===== src/rtl/multicycle_control_fsm_pkg.sv =====
// Shared definitions for the multicycle RV32I control unit: opcodes, the
// controller state encoding and the select/operation codes it drives.
package rv_ctrl_pkg;

   // Opcodes of the supported RV32I subset
   localparam logic [6:0] OP_LW  = 7'b0000011;
   localparam logic [6:0] OP_SW  = 7'b0100011;
   localparam logic [6:0] OP_R   = 7'b0110011;
   localparam logic [6:0] OP_I   = 7'b0010011;
   localparam logic [6:0] OP_BEQ = 7'b1100011;
   localparam logic [6:0] OP_JAL = 7'b1101111;

   // Controller states, one datapath step each
   typedef enum logic [3:0] {
      ST_FETCH    = 4'd0,
      ST_DECODE   = 4'd1,
      ST_MEMADR   = 4'd2,
      ST_MEMREAD  = 4'd3,
      ST_MEMWB    = 4'd4,
      ST_MEMWRITE = 4'd5,
      ST_EXECR    = 4'd6,
      ST_EXECI    = 4'd7,
      ST_ALUWB    = 4'd8,
      ST_BEQ      = 4'd9,
      ST_JAL      = 4'd10
   } state_t;

   // ALU operation codes seen by the shared ALU
   localparam logic [2:0] ALU_ADD = 3'b000;
   localparam logic [2:0] ALU_SUB = 3'b001;
   localparam logic [2:0] ALU_AND = 3'b010;
   localparam logic [2:0] ALU_OR  = 3'b011;
   localparam logic [2:0] ALU_SLT = 3'b101;

   // Coarse ALU request from the FSM to the ALU decoder
   localparam logic [1:0] ALUOP_ADD   = 2'b00;
   localparam logic [1:0] ALUOP_SUB   = 2'b01;
   localparam logic [1:0] ALUOP_FUNCT = 2'b10;

   // Immediate extender formats
   localparam logic [1:0] IMM_I = 2'b00;
   localparam logic [1:0] IMM_S = 2'b01;
   localparam logic [1:0] IMM_B = 2'b10;
   localparam logic [1:0] IMM_J = 2'b11;

   // Result mux selects
   localparam logic [1:0] RES_ALUOUT    = 2'b00;
   localparam logic [1:0] RES_READDATA  = 2'b01;
   localparam logic [1:0] RES_ALURESULT = 2'b10;

   // ALU operand A selects
   localparam logic [1:0] SRCA_PC    = 2'b00;
   localparam logic [1:0] SRCA_OLDPC = 2'b01;
   localparam logic [1:0] SRCA_RS1   = 2'b10;

   // ALU operand B selects
   localparam logic [1:0] SRCB_RS2  = 2'b00;
   localparam logic [1:0] SRCB_IMM  = 2'b01;
   localparam logic [1:0] SRCB_FOUR = 2'b10;

   // True for the states that wait on the cache handshake
   function automatic logic waitsOnCache(input state_t s);
      return (s == ST_FETCH) || (s == ST_MEMREAD) || (s == ST_MEMWRITE);
   endfunction

endpackage


===== src/rtl/multicycle_control_fsm_alu_decoder.sv =====
// ALU decoder: turns the FSM's coarse ALU request plus the instruction
// funct fields into the ALU operation, and flags funct3 values outside
// the supported subset.
module alu_decoder
   import rv_ctrl_pkg::*;
(
   input  logic [1:0] i_aluOp,
   input  logic [2:0] i_funct3,
   input  logic       i_funct7b5,
   input  logic       i_op5,
   output logic [2:0] o_aluControl,
   output logic       o_functIllegal
);

   // The illegal flag looks at funct3 alone so the FSM can qualify it in
   // DECODE, before the ALU request switches over to funct decoding
   always_comb begin
      o_functIllegal = 1'b1;
      case (i_funct3)
         3'b000, 3'b010, 3'b110, 3'b111: o_functIllegal = 1'b0;
         default:                        o_functIllegal = 1'b1;
      endcase
   end

   // Pick the ALU operation; sub needs R-type (op5) and funct7b5 together so
   // that addi with bit 30 set still adds
   always_comb begin
      o_aluControl = ALU_ADD;
      case (i_aluOp)
         ALUOP_ADD: o_aluControl = ALU_ADD;
         ALUOP_SUB: o_aluControl = ALU_SUB;
         ALUOP_FUNCT: begin
            case (i_funct3)
               3'b000:  o_aluControl = (i_op5 && i_funct7b5) ? ALU_SUB : ALU_ADD;
               3'b010:  o_aluControl = ALU_SLT;
               3'b110:  o_aluControl = ALU_OR;
               3'b111:  o_aluControl = ALU_AND;
               default: o_aluControl = ALU_ADD;
            endcase
         end
         default: o_aluControl = ALU_ADD;
      endcase
   end

endmodule


===== src/rtl/multicycle_control_fsm.sv =====
// Main control unit of the multicycle RV32I core. A Moore FSM steps the
// shared ALU, memory port and register file through each instruction and
// holds in place while the cache reports a pending access.
module multicycle_control_fsm
   import rv_ctrl_pkg::*;
#(
   parameter int OP_W = 7,
   parameter int ST_W = 4
)(
   input  logic            CLK,
   input  logic            RST,
   input  logic [OP_W-1:0] Op,
   input  logic [2:0]      Funct3,
   input  logic            Funct7b5,
   input  logic            Zero,
   input  logic            Stall,
   output logic            PCWrite,
   output logic            AdrSrc,
   output logic            MemRead,
   output logic            MemWrite,
   output logic            IRWrite,
   output logic            RegWrite,
   output logic [1:0]      ResultSrc,
   output logic [1:0]      ALUSrcA,
   output logic [1:0]      ALUSrcB,
   output logic [2:0]      ALUControl,
   output logic [1:0]      ImmSrc,
   output logic            IllegalOp
);

   state_t          r_state;
   logic [ST_W-1:0] w_nextState;
   logic            w_stallHold;
   logic [1:0]      w_aluOp;
   logic [2:0]      w_aluControl;
   logic            w_functIllegal;
   logic            w_isLw;
   logic            w_isSw;
   logic            w_isR;
   logic            w_isI;
   logic            w_isBeq;
   logic            w_isJal;
   logic            w_opKnown;

   assign w_isLw    = (Op == OP_LW);
   assign w_isSw    = (Op == OP_SW);
   assign w_isR     = (Op == OP_R);
   assign w_isI     = (Op == OP_I);
   assign w_isBeq   = (Op == OP_BEQ);
   assign w_isJal   = (Op == OP_JAL);
   assign w_opKnown = w_isLw | w_isSw | w_isR | w_isI | w_isBeq | w_isJal;

   // Stall only matters while the cache owns the current step
   assign w_stallHold = Stall && waitsOnCache(r_state);

   // Next-state selection; stalled cache states simply repeat themselves
   always_comb begin
      w_nextState = ST_FETCH;
      case (r_state)
         ST_FETCH:    w_nextState = w_stallHold ? ST_FETCH : ST_DECODE;
         ST_DECODE: begin
            if (w_isLw || w_isSw)  w_nextState = ST_MEMADR;
            else if (w_isR)        w_nextState = ST_EXECR;
            else if (w_isI)        w_nextState = ST_EXECI;
            else if (w_isBeq)      w_nextState = ST_BEQ;
            else if (w_isJal)      w_nextState = ST_JAL;
            else                   w_nextState = ST_FETCH;
         end
         ST_MEMADR: begin
            if (w_isLw)            w_nextState = ST_MEMREAD;
            else if (w_isSw)       w_nextState = ST_MEMWRITE;
            else                   w_nextState = ST_FETCH;
         end
         ST_MEMREAD:  w_nextState = w_stallHold ? ST_MEMREAD : ST_MEMWB;
         ST_MEMWB:    w_nextState = ST_FETCH;
         ST_MEMWRITE: w_nextState = w_stallHold ? ST_MEMWRITE : ST_FETCH;
         ST_EXECR:    w_nextState = ST_ALUWB;
         ST_EXECI:    w_nextState = ST_ALUWB;
         ST_ALUWB:    w_nextState = ST_FETCH;
         ST_BEQ:      w_nextState = ST_FETCH;
         ST_JAL:      w_nextState = ST_ALUWB;
         default:     w_nextState = ST_FETCH;
      endcase
   end

   // State register; reset aborts any instruction straight back to FETCH
   always_ff @(posedge CLK or negedge RST) begin
      if (!RST) begin
         r_state <= ST_FETCH;
      end else begin
         r_state <= state_t'(w_nextState);
      end
   end

   // Coarse ALU request per state, refined by the ALU decoder
   always_comb begin
      w_aluOp = ALUOP_ADD;
      case (r_state)
         ST_EXECR, ST_EXECI: w_aluOp = ALUOP_FUNCT;
         ST_BEQ:             w_aluOp = ALUOP_SUB;
         default:            w_aluOp = ALUOP_ADD;
      endcase
   end

   alu_decoder u_aluDecoder (
      .i_aluOp        (w_aluOp),
      .i_funct3       (Funct3),
      .i_funct7b5     (Funct7b5),
      .i_op5          (Op[5]),
      .o_aluControl   (w_aluControl),
      .o_functIllegal (w_functIllegal)
   );

   assign ALUControl = w_aluControl;

   // Immediate format follows the opcode in every state so the extender is
   // ready as soon as the instruction register holds a new instruction
   always_comb begin
      ImmSrc = IMM_I;
      if (w_isSw)       ImmSrc = IMM_S;
      else if (w_isBeq) ImmSrc = IMM_B;
      else if (w_isJal) ImmSrc = IMM_J;
      else              ImmSrc = IMM_I;
   end

   // Moore output decode; write strobes are masked while a cache access is
   // pending so a stalled FETCH loads IR and PC exactly once
   always_comb begin
      PCWrite   = 1'b0;
      AdrSrc    = 1'b0;
      MemRead   = 1'b0;
      MemWrite  = 1'b0;
      IRWrite   = 1'b0;
      RegWrite  = 1'b0;
      ResultSrc = RES_ALUOUT;
      ALUSrcA   = SRCA_PC;
      ALUSrcB   = SRCB_RS2;
      IllegalOp = 1'b0;
      case (r_state)
         ST_FETCH: begin
            MemRead   = 1'b1;
            IRWrite   = !w_stallHold;
            PCWrite   = !w_stallHold;
            ResultSrc = RES_ALURESULT;
            ALUSrcA   = SRCA_PC;
            ALUSrcB   = SRCB_FOUR;
         end
         ST_DECODE: begin
            ALUSrcA   = SRCA_OLDPC;
            ALUSrcB   = SRCB_IMM;
            IllegalOp = !w_opKnown || ((w_isR || w_isI) && w_functIllegal);
         end
         ST_MEMADR: begin
            ALUSrcA = SRCA_RS1;
            ALUSrcB = SRCB_IMM;
         end
         ST_MEMREAD: begin
            AdrSrc    = 1'b1;
            MemRead   = 1'b1;
            ResultSrc = RES_ALUOUT;
         end
         ST_MEMWB: begin
            ResultSrc = RES_READDATA;
            RegWrite  = 1'b1;
         end
         ST_MEMWRITE: begin
            AdrSrc    = 1'b1;
            MemWrite  = 1'b1;
            ResultSrc = RES_ALUOUT;
         end
         ST_EXECR: begin
            ALUSrcA = SRCA_RS1;
            ALUSrcB = SRCB_RS2;
         end
         ST_EXECI: begin
            ALUSrcA = SRCA_RS1;
            ALUSrcB = SRCB_IMM;
         end
         ST_ALUWB: begin
            ResultSrc = RES_ALUOUT;
            RegWrite  = 1'b1;
         end
         ST_BEQ: begin
            ALUSrcA   = SRCA_RS1;
            ALUSrcB   = SRCB_RS2;
            ResultSrc = RES_ALUOUT;
            PCWrite   = Zero;
         end
         ST_JAL: begin
            ALUSrcA   = SRCA_OLDPC;
            ALUSrcB   = SRCB_FOUR;
            ResultSrc = RES_ALUOUT;
            PCWrite   = 1'b1;
         end
         default: begin
            PCWrite = 1'b0;
         end
      endcase
   end

endmodule


===== config.mk =====
export PLATFORM = sky130hd
export DESIGN_NAME = multicycle_control_fsm
export DESIGN_NICKNAME = d
export VERILOG_FILES = /design/src/rtl/multicycle_control_fsm_pkg.sv /design/src/rtl/multicycle_control_fsm_alu_decoder.sv /design/src/rtl/multicycle_control_fsm.sv
export SDC_FILE = /design/constraint.sdc
export NUM_CORES = 1
export LEC_CHECK = 0
export ABC_AREA = 1
export BUFFER_PORTS_ARGS = -buffer_cell sky130_fd_sc_hd__buf_4
export CAP_MARGIN = 20
export CORE_MARGIN = 8
export CORE_UTILIZATION = 43
export CTS_CLUSTER_DIAMETER = 30
export DETAILED_ROUTE_END_ITERATION = 8
export MAX_ROUTING_LAYER = met4
export PLACE_DENSITY_LB_ADDON = 0.25
export SLEW_MARGIN = 25
export SYNTH_ARGS = -nofsm -noshare
export SYNTH_HDL_FRONTEND = slang
export SYNTH_HIERARCHICAL = 1
export SYNTH_SLANG_ARGS = --single-unit

===== constraint.sdc =====
create_clock -name CLK -period 2.1 [get_ports CLK]
set_clock_uncertainty 0.15 [all_clocks]
set_input_delay 0.42 -clock CLK [delete_from_list [all_inputs] [get_ports CLK]]
set_output_delay 0.42 -clock CLK [all_outputs]
set_load 0.01 [all_outputs]

Word-level counts from Yosys, hierarchy flattened:

Index checks and enable logic that the tools add are counted.
W data, S select, Z words.

* add/sub/neg operators: 0
* multipliers: 0
* divide/modulo/power cells: 0
* magnitude comparators: 0
* equal/unequal tests: 21
* shifts and indexed selects: 0
* muxes and demuxes: 29
* bitwise operators: 5
* reductions and logical operators: 22

Operators with widths (count)
* $pmux W4 S6: 1
* $mux W4: 5
* $eq A4 B3 Y1 const B: 4
* $pmux W2 S2: 4
* $eq A7 B6 Y1 const B: 2
* $eq A7 B7 Y1 const B: 2
* $eq A4 B4 Y1 const B: 3
* $mux W3: 4
* $pmux W3 S4: 1
* $reduce_or A2 Y1: 6
* $mux W1: 9
* $eq A4 B2 Y1 const B: 2
* $reduce_or A4 Y1: 2
* $eq A7 B2 Y1 const B: 1
* $eq A7 B5 Y1 const B: 1
* $eq A3 B3 Y1 const B: 2
* $mux W2: 3
* $pmux W3 S2: 1
* $reduce_or A3 Y1: 2
* $logic_or A1 B1 Y1: 5
* $or A1 B1 Y1: 5
* $eq A4 B1 Y1 const B: 1
* $logic_not A4 Y1: 1
* $eq A3 B2 Y1 const B: 1
* other kinds (6): 9

* flip-flop bits (word level): 4
* bits in latches: 0
* bits in writable memories: 0
* memory bits (read-only): 0
* word-level logic and storage cells: 78
* memories: 0

Logic depth before layout (Yosys ltp):

Gate-level depths: netlist (run 1).

* word-level depth: 9
* mapped depth: 9
* gate-level depth less buffers: 9

Cells and area by module:

The synthesis (run 1) kept the hierarchy.

Modules (own cells, without submodules)
* multicycle_control_fsm: times used 1, cells an instance 88, area each 490.5 um2, sequential area each 100.1 um2
* alu_decoder: times used 1, cells an instance 21, area each 111.4 um2, sequential area each 0.0 um2

Worst setup path after synthesis (run 1):

No wires, ideal clock.

* kind: flip-flop to output port
* from: reg r_state[2]
* to: out ALUControl[2]
* arrival: 1469 ps
* data required time: 1530 ps
* setup slack: 61 ps
* cell stages (with the launch flop): 7
* path buffers: 0
* cells stage by stage: dfrtp_1 -> inv_2 -> nand2_1 -> nor2_1 -> inv_1 -> ha_1 -> nor4_2

* cells in the longest elaborated chain, start to end: 5

RTL lines
* start: declaration: line multicycle_control_fsm.sv:31 `state_t r_state;`
* start signal: assignment: line multicycle_control_fsm.sv:91 `r_state <= state_t'(w_nextState);`
* $eq A4 B3 Y1: line multicycle_control_fsm.sv:98 `case (r_state)`
* $reduce_or A2 Y1: line multicycle_control_fsm.sv:98
* $pmux W2 S2 *: line multicycle_control_fsm.sv:98
* via w_aluOp[0]: line multicycle_control_fsm.sv:34 `logic [1:0] w_aluOp;`
* $eq A2 B2 Y1 / $eq A2 B1 Y1 (equally long branches): line multicycle_control_fsm_alu_decoder.sv:29 `case (i_aluOp)`
* $pmux W3 S2 *: line multicycle_control_fsm_alu_decoder.sv:29
* end: declaration: line multicycle_control_fsm.sv:26 `output logic [2:0] ALUControl,`

The timed path passes the listed nets; every way through them passes the cells marked *.

Worst setup path after layout (run 1):

Ends and elaborated chain as after synthesis.

==> summary.md, run 1 <==
- 126 — post-synthesis net count
- 1.55 ns — Arr. time, crit path
- 13 — Core Rows
- 0.1663 — register area share after synthesis
- 2345 um — final WL
- 0.4654 — share of layout cells above drive strength 1
- 0.8204 — normalized max-slew margin
- 0.24 ns — clock network latency to the later pin of the worst-skew pair
- 0 — initial antenna violation count
- 0.64 ns — Register-to-Register Setup Slack
- clkbuf_4 — Clock Root Buffer
- 2 — Clock Path Buffers
- 298.6 mW/mm^2 — power per cell area
- buf_6 > nand2_4 > nor2_4 > ha_4 > inv_2 > nor4_2 > buf_4 — chain of cells forming the critical path
- 0.2676 ns — Worst-Margin Slew
- 0 — GR Overflow Total
- 178 — fin nets
- 1.010 — final clock period utilization by the worst path
- 0.2665 ns — Hold Worst Slack
- 0 — number of antenna repair diodes
- 0.4625 — initial core utilization
- 109 — gate count of the mapped netlist
- r_state (4) — Largest regs
- buf_4, nand2_1, inv_1 — commonest cells after routing, fill and taps aside
- 0.7621 — Routability Congestion
- dfrtp_1 — slowest CP cell
- 0.0006087 uW — leak pwr
- 87 — fill count
- 0 — antenna-violating nets left
- 469.2 um^2 — area used by multi-input combinational logic
- setup timing — failing checks
- 33 — count of pins on the block boundary
- 0.0002159 V — Peak VDD IR
- 1 — H-tree Lvls
- built — clock tree from TritonCTS
- buf_4 — most common library cell in the layout ignoring fill and taps
- 25 — number of DRC violations after detailed-routing iteration 0
- flip-flop — startpoint type of the worst setup path
- -0.03179 ns — Total Neg Setup Slack
- flip-flop to primary output — WS Path Type
- 1585 um — placed wire-length estimate after detailed placement
- 6 — number of synthesis warnings
- 0 — fin. max-slew vios
- 5 — first-pass iteration count of the detailed router
- 0.1636 — Tot GR Track Use
- 471.3 MHz — maximum frequency from static timing analysis
- 809 — number of global-route vias before repair
- 174 — number of standard cells in the final layout excluding fillers
- 18 — number of distinct standard cells referenced by the synthesized netlist
- primary output — endpoint class of the critical path
- 2 — Final setup viols
- 3539 um — global-route wire length before repair
- 0.04 ns — clock-pin transition on the worst setup and hold timing paths
- 2.122 ns — Period minus WS final
- 32 — number of buffers added on ports
- 53.41 um — height of the chip
- 0 — Final Hold Fails
- 160 — number of cells in the design after placement
- 875 — number of vias in the routed layout
- 6 — critical path peak fanout
- finished, violations left — outcome
- 0 — detailed-route DRC error count
- 101.3 um^2 — sequential cell area
- 601.8 um^2 — Post-Synthesis Cell Area
- 0 — max-cap violation count
- 3 — number of clock buffers inserted by TritonCTS
- 0.05907 ns — post-placement worst setup slack
- 5.029 — ratio of routed vias to standard cells
- 53.41 um — overall die width
- r_state — largest register by flop count
- 13.48 um — wire length per cell after detailed routing
- 5.521 um^2 — average instance area after synthesis
- 0.002853 mm^2 — total die area
- true — unrepaired setup endpoints after global routing
- 0.40 ns — largest stage delay on the critical path
- 0.001301 mm^2 — core outline area
- 4 — number of clock sinks
- 4 — number of synthesized register bits
- 8 — largest net degree at the start of global routing
- 4 — flip-flop count of the largest register, all copies and words added
- input pin to flip-flop — worst min-delay path category
- 1.53 ns — Required @ worst endpoint
- 77.55% — Layout area overhead
- -0.02166 ns — final worst slack
## stage by stage
stage	power, uW	utilization	area, um^2
finish	319.1	0.8212	1069
global route	338.3	0.8212	1069
global placement	205.3	0.6846	890.9
detailed placement	208.0	0.6846	890.9
floorplan	142.5	-	601.8
CTS	307.1	0.7683	999.7
## timing repair
| action | in CTS | in global routing |
|---|---|---|
| endpoints found under the setup margin | 2 | 4 |
| buffers inserted | 5 | 6 |
| endpoints found under the hold margin | 4 | 0 |
| cloned | 0 | 0 |
| pin swaps | 3 | 11 |
| gates resized for setup | 9 | 10 |
| hold buffers | 1 | 0 |
## cell usage after synthesis (all sizes together)
library cell | number | area [um^2]
nand2 | 41 | 178.9
inv | 23 | 86.33
nor2 | 19 | 98.84
nand3 | 10 | 50.05
dfrtp | 4 | 100.1
o21ai | 3 | 15.01
a21oi | 2 | 10.01
ha | 2 | 25.02
nand4 | 2 | 12.51
nor3 | 1 | 5.000
nor4 | 1 | 12.51
o211ai | 1 | 7.510
## power by group
part,leakage (uW),switching (uW),internal (uW)
logic,0.000542,73.3,66.4
registers,0.0000527,2.78,79.9
clock network,0.0000138,32.6,64.0
total,0.000609,109,210
## cells by family after synthesis
kind of cell	after synthesis	share of synthesized area
AND/OR/NAND/NOR	74	0.5946
buffers and inverters	23	0.1434
AO/OA/AOI/OAI	6	0.05405
flip-flops	4	0.1663
adder cells (fa/ha/maj)	2	0.04157
## worst max-delay path: cells and delay by family (launching register included)
family        cells  cell delay (ns)
flops             1             0.40
buf+inv           3             0.32
fa+ha+maj         1             0.15
simple gates      3             0.42
## path summary, 6_finish.rpt
check | startpoint | endpoint | cells past startpoint
min in group asynchronous | RST | r_state[1] | 2
max in group asynchronous | RST | r_state[3] | 2
worst max-delay path | r_state[2] | ALUControl[2] | 7
worst min register to register | r_state[3] | r_state[1] | 4
worst max register to register | r_state[2] | r_state[0] | 9
worst min-delay path | Stall | r_state[0] | 3
## cell type report
| type | count | area share |
|---|---|---|
| flip-flops and latches | 4 | 0.09485 |
| well taps | 15 | 0.01756 |
| repair buffers | 47 | 0.3466 |
| multi-input cells | 82 | 0.4391 |
| inverters | 23 | 0.08080 |
| clock buffers | 3 | 0.02108 |
## per-layer routing
layer  up-vias  track usage  part of all wire
met5         -            -                 0
met4         0      0.05882             0.020
met3         9      0.01961             0.083
met2        43       0.2949              0.52
met1       388       0.1780              0.38
li1        435            -                 -
Power figures use the tool's default switching activity.
==> inputs of run 2 (changes only) <==
--- a/config.mk
+++ b/config.mk
@@ -13,7 +13,8 @@
 export CTS_CLUSTER_DIAMETER = 30
 export DETAILED_ROUTE_END_ITERATION = 8
 export MAX_ROUTING_LAYER = met4
-export PLACE_DENSITY_LB_ADDON = 0.25
+export PLACE_DENSITY = 0.8
+export REMOVE_ABC_BUFFERS = 1
 export SLEW_MARGIN = 25
 export SYNTH_ARGS = -nofsm -noshare
 export SYNTH_HDL_FRONTEND = slang
==> run 2 against run 1 <==
The flow still finishes with violations (setup timing). Fmax down 0.79%. Via count up 0.11%. First-iteration DRC count up 20%. Count of clock-buffer cells in the layout unchanged. Die area unchanged. Non-clock buffer count down 3. Sequential power down 0.6%. Sequential share of layout area up 0.15 points. Register-to-register slack better by 0.04 ns. Flip-flop and latch count unchanged. Critical endpoint is now ALUControl[0]. Highest routed layer unchanged.
==> summary.md, run 2 (same netlist as run 1, synthesis figures left out) <==
- finished, violations left — outcome
- setup timing — failing checks
- 0 — Final Hold Fails, unchanged
- 0.4359 — share of layout cells above drive strength 1, -0.02951
- 12.68 um — wire length per cell after detailed routing, -5.9%
- 1.018 — final clock period utilization by the worst path, +0.008071
- 2 — Final setup viols, unchanged
- r_state (4) — Largest regs
- 1.53 ns — Required @ worst endpoint, about the same
- 3353 um — global-route wire length before repair, -5.3%
- 0.23 ns — clock network latency to the later pin of the worst-skew pair, about the same
- 300.0 mW/mm^2 — power per cell area, +0.48%
- 33 — count of pins on the block boundary, unchanged
- 0.1533 — Tot GR Track Use, -0.01033
- 0.04 ns — clock-pin transition on the worst setup and hold timing paths, about the same
- 0.8486 — normalized max-slew margin, +0.02827
- clkbuf_4 — Clock Root Buffer
- 0 — max-cap violation count, unchanged
- 8 — largest net degree at the start of global routing, unchanged
- 53.41 um — height of the chip, unchanged
- buf_4, nand2_1, inv_1 — commonest cells after routing, fill and taps aside
- built — clock tree from TritonCTS
- 0.2262 ns — Worst-Margin Slew, -0.04144 ns
- 175 — fin nets, -1.7%
- 4 — number of clock sinks, unchanged
- 0 — initial antenna violation count, unchanged
- 2 — Clock Path Buffers, unchanged
- true — unrepaired setup endpoints after global routing
- 3 — number of clock buffers inserted by TritonCTS, unchanged
- input pin to flip-flop — worst min-delay path category
- 0.001301 mm^2 — core outline area, unchanged
- 53.41 um — overall die width, unchanged
- flip-flop to primary output — WS Path Type
- 0 — detailed-route DRC error count, unchanged
- -0.03861 ns — final worst slack, -0.01695 ns
- 857 — number of global-route vias before repair, +5.9%
- 32 — number of buffers added on ports, unchanged
- r_state — largest register by flop count
- 13 — Core Rows, unchanged
- 3 — critical path peak fanout, -3
- 457.9 um^2 — area used by multi-input combinational logic, -2.4%
- 0 — GR Overflow Total, unchanged
- 1 — H-tree Lvls, unchanged
- 0.8516 — Routability Congestion, +12%
- 0.05698 ns — post-placement worst setup slack, -0.002091 ns
- 0.0001694 V — Peak VDD IR, -22%
- 0.7981 — final core utilization, -0.02308
- 4 — flip-flop count of the largest register, all copies and words added, unchanged
- 4 — first-pass iteration count of the detailed router, -1
- 1603 um — placed wire-length estimate after detailed placement, +1.2%
- 0.002853 mm^2 — total die area, unchanged
- 0 — antenna-violating nets left, unchanged
- 0 — number of antenna repair diodes, unchanged
- 5.123 — ratio of routed vias to standard cells, +1.9%
- 2168 um — final WL, -7.5%
- 876 — number of vias in the routed layout, +0.11%
- 72.56% — Layout area overhead
- flip-flop — startpoint type of the worst setup path
- 0 — fin. max-slew vios, unchanged
- 0.4625 — initial core utilization, unchanged
- 2.139 ns — Period minus WS final, +0.01695 ns
- 93 — fill count, +6.9%
- 0.0005975 uW — leak pwr, -1.8%
- 100.1 um^2 — sequential cell area, -1.2%
- buf_4 — most common library cell in the layout ignoring fill and taps
- 30 — number of DRC violations after detailed-routing iteration 0, +20%
- 1.57 ns — Arr. time, crit path, +0.02 ns
- 0.2737 ns — Hold Worst Slack, +0.007200 ns
- primary output — endpoint class of the critical path
- 467.6 MHz — maximum frequency from static timing analysis, -0.79%
[run 2: path summary, 6_finish.rpt]
kind / to / cells past startpoint / slack (ns) / from
max: ALUControl[0] / 9 / -0.04 / r_state[3]
min: r_state[0] / 3 / 0.27 / Stall
max reg2reg: r_state[0] / 8 / 0.68 / r_state[3]
min reg2reg: r_state[1] / 4 / 0.62 / r_state[2]
max in group asynchronous: r_state[2] / 2 / 1.32 / RST
min in group asynchronous: r_state[1] / 2 / 0.38 / RST
[run 2: power breakdown]
| part | switching [uW] | leakage (uW) | total (uW) | internal (uW) |
|---|---|---|---|---|
| sequential | 2.41 | 0.0000543 | 82.2 | 79.8 |
| combinational | 69.8 | 0.000529 | 132 | 62.6 |
| clock | 32.9 | 0.0000138 | 96.9 | 64.0 |
| total | 105 | 0.000598 | 312 | 207 |
[run 2: layer usage]
| metal | track usage | vias to the layer above | share of wire |
|---|---|---|---|
| met1 | 0.1622 | 406 | 0.38 |
| met3 | 0.02241 | 7 | 0.060 |
| li1 | - | 427 | - |
| met2 | 0.2793 | 36 | 0.55 |
| met4 | 0.05462 | 0 | 0.012 |
| met5 | - | - | 0 |
[run 2: metrics by stage]
step,setup TNS [ns],instance area [um^2],power [uW],std cells
2_1_floorplan,0,601.8,142.5,109
3_3_place_gp,0,898.4,205.5,161
3_5_place_dp,0,898.4,208.5,161
4_1_cts,0,975.9,303.1,168
5_1_grt,-0.1495,1039,323.0,171
6_report,-0.06845,1039,311.6,171
[run 2: cell type report]
cell class,instances,share of cell area
flip-flops and latches,4,0.09639
multi-input cells,82,0.4410
inverters,23,0.08313
repair buffers,44,0.3398
well taps,15,0.01807
clock buffers,3,0.02169
[run 2: what timing repair did]
action | in CTS | in global routing
hold endpoints to repair | 4 | 0
endpoints found under the setup margin | 2 | 2
setup buffers | 3 | 3
hold buffers | 1 | 0
resized for setup | 5 | 8
pin swaps | 2 | 7
[run 2: worst max-delay path, cell delays in order, from the launching register on]
cell,delay [ns]
dfrtp_1,0.45
inv_2,0.11
nand2_4,0.06
nor2_4,0.16
buf_6,0.12
inv_1,0.03
ha_1,0.17
nand2_1,0.06
nand2_1,0.06
buf_6,0.12
==> inputs of run 3 (changes only) <==
--- a/config.mk
+++ b/config.mk
@@ -5,15 +5,15 @@
 export SDC_FILE = /design/constraint.sdc
 export NUM_CORES = 1
 export LEC_CHECK = 0
-export ABC_AREA = 1
+export ABC_AREA = 0
 export BUFFER_PORTS_ARGS = -buffer_cell sky130_fd_sc_hd__buf_4
 export CAP_MARGIN = 20
 export CORE_MARGIN = 8
-export CORE_UTILIZATION = 43
+export CORE_UTILIZATION = 45
 export CTS_CLUSTER_DIAMETER = 30
 export DETAILED_ROUTE_END_ITERATION = 8
 export MAX_ROUTING_LAYER = met4
-export PLACE_DENSITY = 0.8
+export PLACE_DENSITY = 0.81
 export REMOVE_ABC_BUFFERS = 1
 export SLEW_MARGIN = 25
 export SYNTH_ARGS = -nofsm -noshare
==> run 3 against run 2 <==
The run still ends with setup timing left. Critical path type unchanged. Largest power group unchanged. Critical path depth fell by 3. Flip-flop and latch count did not move. Largest cell class unchanged. Area after synthesis rose by 11%. Global-route usage rose by 3.2 points.
==> summary.md, run 3 <==
- 6.107 — ratio of routed vias to standard cells, +19%
- 1.045 — final clock period utilization by the worst path, +0.02650
- 0 — fin. max-slew vios, unchanged
- 0.280 — portion of total power attributed to the clock network, -0.031
- 971 — number of vias in the routed layout, +11%
- 0.7973 — Routability Congestion, -6.4%
- nand2b_4 > nor2_4 > ha_4 > nand2b_1 > a221oi_2 > buf_4 — chain of cells forming the critical path
- r_state[3] — crit path launch
- a21oi_1, nand2_1, nor2_1 — cell types with the highest counts after synthesis
- 0.0005254 uW — leak pwr, -12%
- -0.2076 ns — Total Neg Setup Slack, -0.1391 ns
- clkbuf_4 — Clock Root Buffer
- 0.03738 — Post-Synth Adder-Cell Area, -0.004197
- 1.000 — share of synthesized flip-flops with an asynchronous set or reset, unchanged
- 0.2187 — synthesized-area fraction occupied by ao, oa, aoi and oai cells, +0.1646
- finished, violations left — outcome
- 37 — number of distinct standard cells referenced by the synthesized netlist, +19
- setup timing — failing checks
- 0.3012 ns — Worst-Margin Slew, +0.07499 ns
- 1.53 ns — Required @ worst endpoint, about the same
- 2767 um — final WL, +28%
- r_state[2] — launch point of the worst reg-to-reg path
- 7.198 um^2 — average instance area after synthesis, +30%
- 4 — number of clock sinks, unchanged
- buf_4, buf_6, nand2_1 — commonest cells after routing, fill and taps aside
- -0.09427 ns — final worst slack, -0.05566 ns
- 611.8 um^2 — area used by multi-input combinational logic, +34%
- 79.81% — Layout area overhead
- r_state (4) — Largest regs
- 0.48 ns — Register-to-Register Setup Slack, -0.20 ns
- 0.4654 — area share of and/or/nand/nor cells after synthesis, -0.1292
- 0.7980 — normalized max-slew margin, -0.05065
- 1 — H-tree Lvls, unchanged
- 0.001454 mm^2 — core outline area, +12%
- 4 — critical path peak fanout, +1
- 0 — GR Overflow Total, unchanged
- 0.1495 — area share of the largest cell type after synthesis, -0.06876
- 93 — fill count, unchanged
- 54.57 um — height of the chip, +2.2%
- 2 — Clock Path Buffers, unchanged
- 0 — antenna-violating nets left, unchanged
- 0.4965 — share of layout cells above drive strength 1, +0.06061
- dfrtp_2 — slowest CP cell
- 4 — number of synthesized register bits, unchanged
- 0.44 ns — largest stage delay on the critical path, about the same
- 0 — detailed-route DRC error count, unchanged
- dfrtp_1, nand2b_1, a21oi_1 — dominant cells by area after synthesis
- 0.3361 — sw frac, -0.001134
- 921 — number of global-route vias before repair, +7.5%
- 159 — number of standard cells in the final layout excluding fillers, -7.0%
- 0.0002873 V — Peak VDD IR, +70%
- dfrtp_1 — flip-flop cell with the highest count after synthesis
- 0.002978 mm^2 — total die area, +4.4%
- 4050 um — global-route wire length before repair, +21%
- 0.487 — logic gate share of total power, +0.062
- 2.194 ns — Period minus WS final, +0.05566 ns
- 6 — number of synthesis warnings, unchanged
- input pin to flip-flop — worst min-delay path category
- 33 — count of pins on the block boundary, unchanged
- buf_4 — most common library cell in the layout ignoring fill and taps
- 0.08858 ns — post-placement worst setup slack, +0.03160 ns
- 235.9 uW — Int Pwr, +14%
- 14 — Core Rows, +1
- 32 — number of buffers added on ports, unchanged
- dfrtp_1 — cell taking the most area after synthesis
- 0 — share of cell area taken by muxes after synthesis, unchanged
- Op[5] — launch instance of the worst min-delay path
- 0.233 — Flop pwr share, -0.031
- flip-flop — startpoint type of the worst setup path
- 101.3 um^2 — sequential cell area, +1.2%
- 119.5 uW — net switching power, +14%
- 1.62 ns — Arr. time, crit path, +0.05 ns
- 3 — number of clock buffers inserted by TritonCTS, unchanged
- 455.7 MHz — maximum frequency from static timing analysis, -2.5%
- 1809 um — placed wire-length estimate after detailed placement, +13%
- 0.04 ns — clock-pin transition on the worst setup and hold timing paths, about the same
- 0 — max-cap violation count, unchanged
- 17.40 um — wire length per cell after detailed routing, +37%
- 0.05234 — area share of xor/xnor cells in the synthesized design, +0.05234
- 5 — first-pass iteration count of the detailed router, +1
- 0.4604 — initial core utilization, -0.002087
- 0.3249 ns — Hold Worst Slack, +0.05123 ns
- simple AND/OR/NAND/NOR gates — dominant combinational cell family by area after synthesis
- 0 — Post-synth EDFFs, unchanged
- 4 — Final setup viols, +2
- 0.1495 — register area share after synthesis, -0.01679
- built — clock tree from TritonCTS
- 56 — number of DRC violations after detailed-routing iteration 0, +87%
- 0.24 ns — clock network latency to the later pin of the worst-skew pair, about the same
- 0 — number of antenna repair diodes, unchanged
- 0 — initial antenna violation count, unchanged
- 54.57 um — overall die width, +2.2%
- true — unrepaired setup endpoints after global routing
- 669.4 um^2 — Post-Synthesis Cell Area, +11%
- 0 — Final Hold Fails, unchanged
- 18 — largest net degree at the start of global routing, +10
- 295.2 mW/mm^2 — power per cell area, -1.6%
- 93 — gate count of the mapped netlist, -15%
- r_state — largest register by flop count
- 147 — number of cells in the design after placement, -8.7%
- 0.1852 — Tot GR Track Use, +0.03191
- primary output — endpoint class of the critical path
- flip-flop to primary output — WS Path Type
- 4 — flip-flop count of the largest register, all copies and words added, unchanged
- 162 — fin nets, -7.4%
run 3: changes by cell type after synthesis, moves of 4 or more:
cell / delta
inv_1: -15
nor2_1: -7
nand2b_1: +6
a21oi_1: +5
nand2_2: -4
nand2_1: -28
nor2b_1: +4
nand3_1: -7
run 3: routing by layer:
| layer | global-route usage | share of wire | routed length, um | vias to the layer above |
|---|---|---|---|---|
| li1 | - | - | - | 448 |
| met1 | 0.1935 | 0.39 | 1087 | 444 |
| met2 | 0.3492 | 0.49 | 1365 | 68 |
| met3 | 0.02717 | 0.095 | 262 | 11 |
| met4 | 0.04918 | 0.019 | 52 | 0 |
| met5 | - | 0 | 0 | - |
run 3: repair_timing:
action,4_1_cts,5_1_grt
buffers inserted,4,4
cloned,0,0
hold buffers,1,0
endpoints found under the setup margin,5,8
gates resized for setup,18,12
endpoints found under the hold margin,4,0
pin swaps,3,7
run 3: path summary, 6_finish.rpt:
check                                end  cells after the start
hold reg to reg               r_state[3]                      2
setup reg to reg              r_state[0]                      5
setup / recovery           ALUControl[0]                      6
min in group asynchronous     r_state[1]                      2
max in group asynchronous     r_state[3]                      2
hold / removal                r_state[1]                      2
run 3: logic make-up (layout without fill, tap and decap cells):
group / Yosys count / count (layout)
AOI/OAI and AO/OA: 22 / 22
xor gates and xnor gates: 4 / 4
adders and majority gates: 2 / 2
buffers and inverters: 10 / 60
DFF: 4 / 4
and+or+nand+nor: 51 / 51
run 3: critical path: cells and delay by family (launching register included):
family / cells / cell delay [ns]
fa+ha+maj: 1 / 0.16
simple gates: 3 / 0.36
buf+inv: 1 / 0.16
compound gates: 1 / 0.27
flops: 1 / 0.44
run 3: through the flow:
stage	util	cell area [um^2]	total power, uW
floorplan	-	636.9	147.2
global placement	0.6738	979.7	221.6
detailed placement	0.6738	979.7	225.0
CTS	0.7745	1126	333.8
global route	0.8279	1204	377.4
finish	0.8279	1204	355.4
run 3: final cells by class:
| class | instances | share of cell area |
|---|---|---|
| multi-input combinational | 79 | 0.5083 |
| clock buffer | 3 | 0.01871 |
| inverter | 5 | 0.01767 |
| sequential | 4 | 0.08420 |
| timing repair buffer | 52 | 0.3545 |
| tap | 16 | 0.01663 |
run 3: power by group through the flow:
stage	clock network [uW]	logic [uW]	registers (uW)
final	99.5	173	82.9
after global routing	108	186	83.0
after CTS	99.2	152	82.8
after detailed placement	0	143	82.4
after global placement	0	139	82.3
after floorplan	0	58.1	89.1
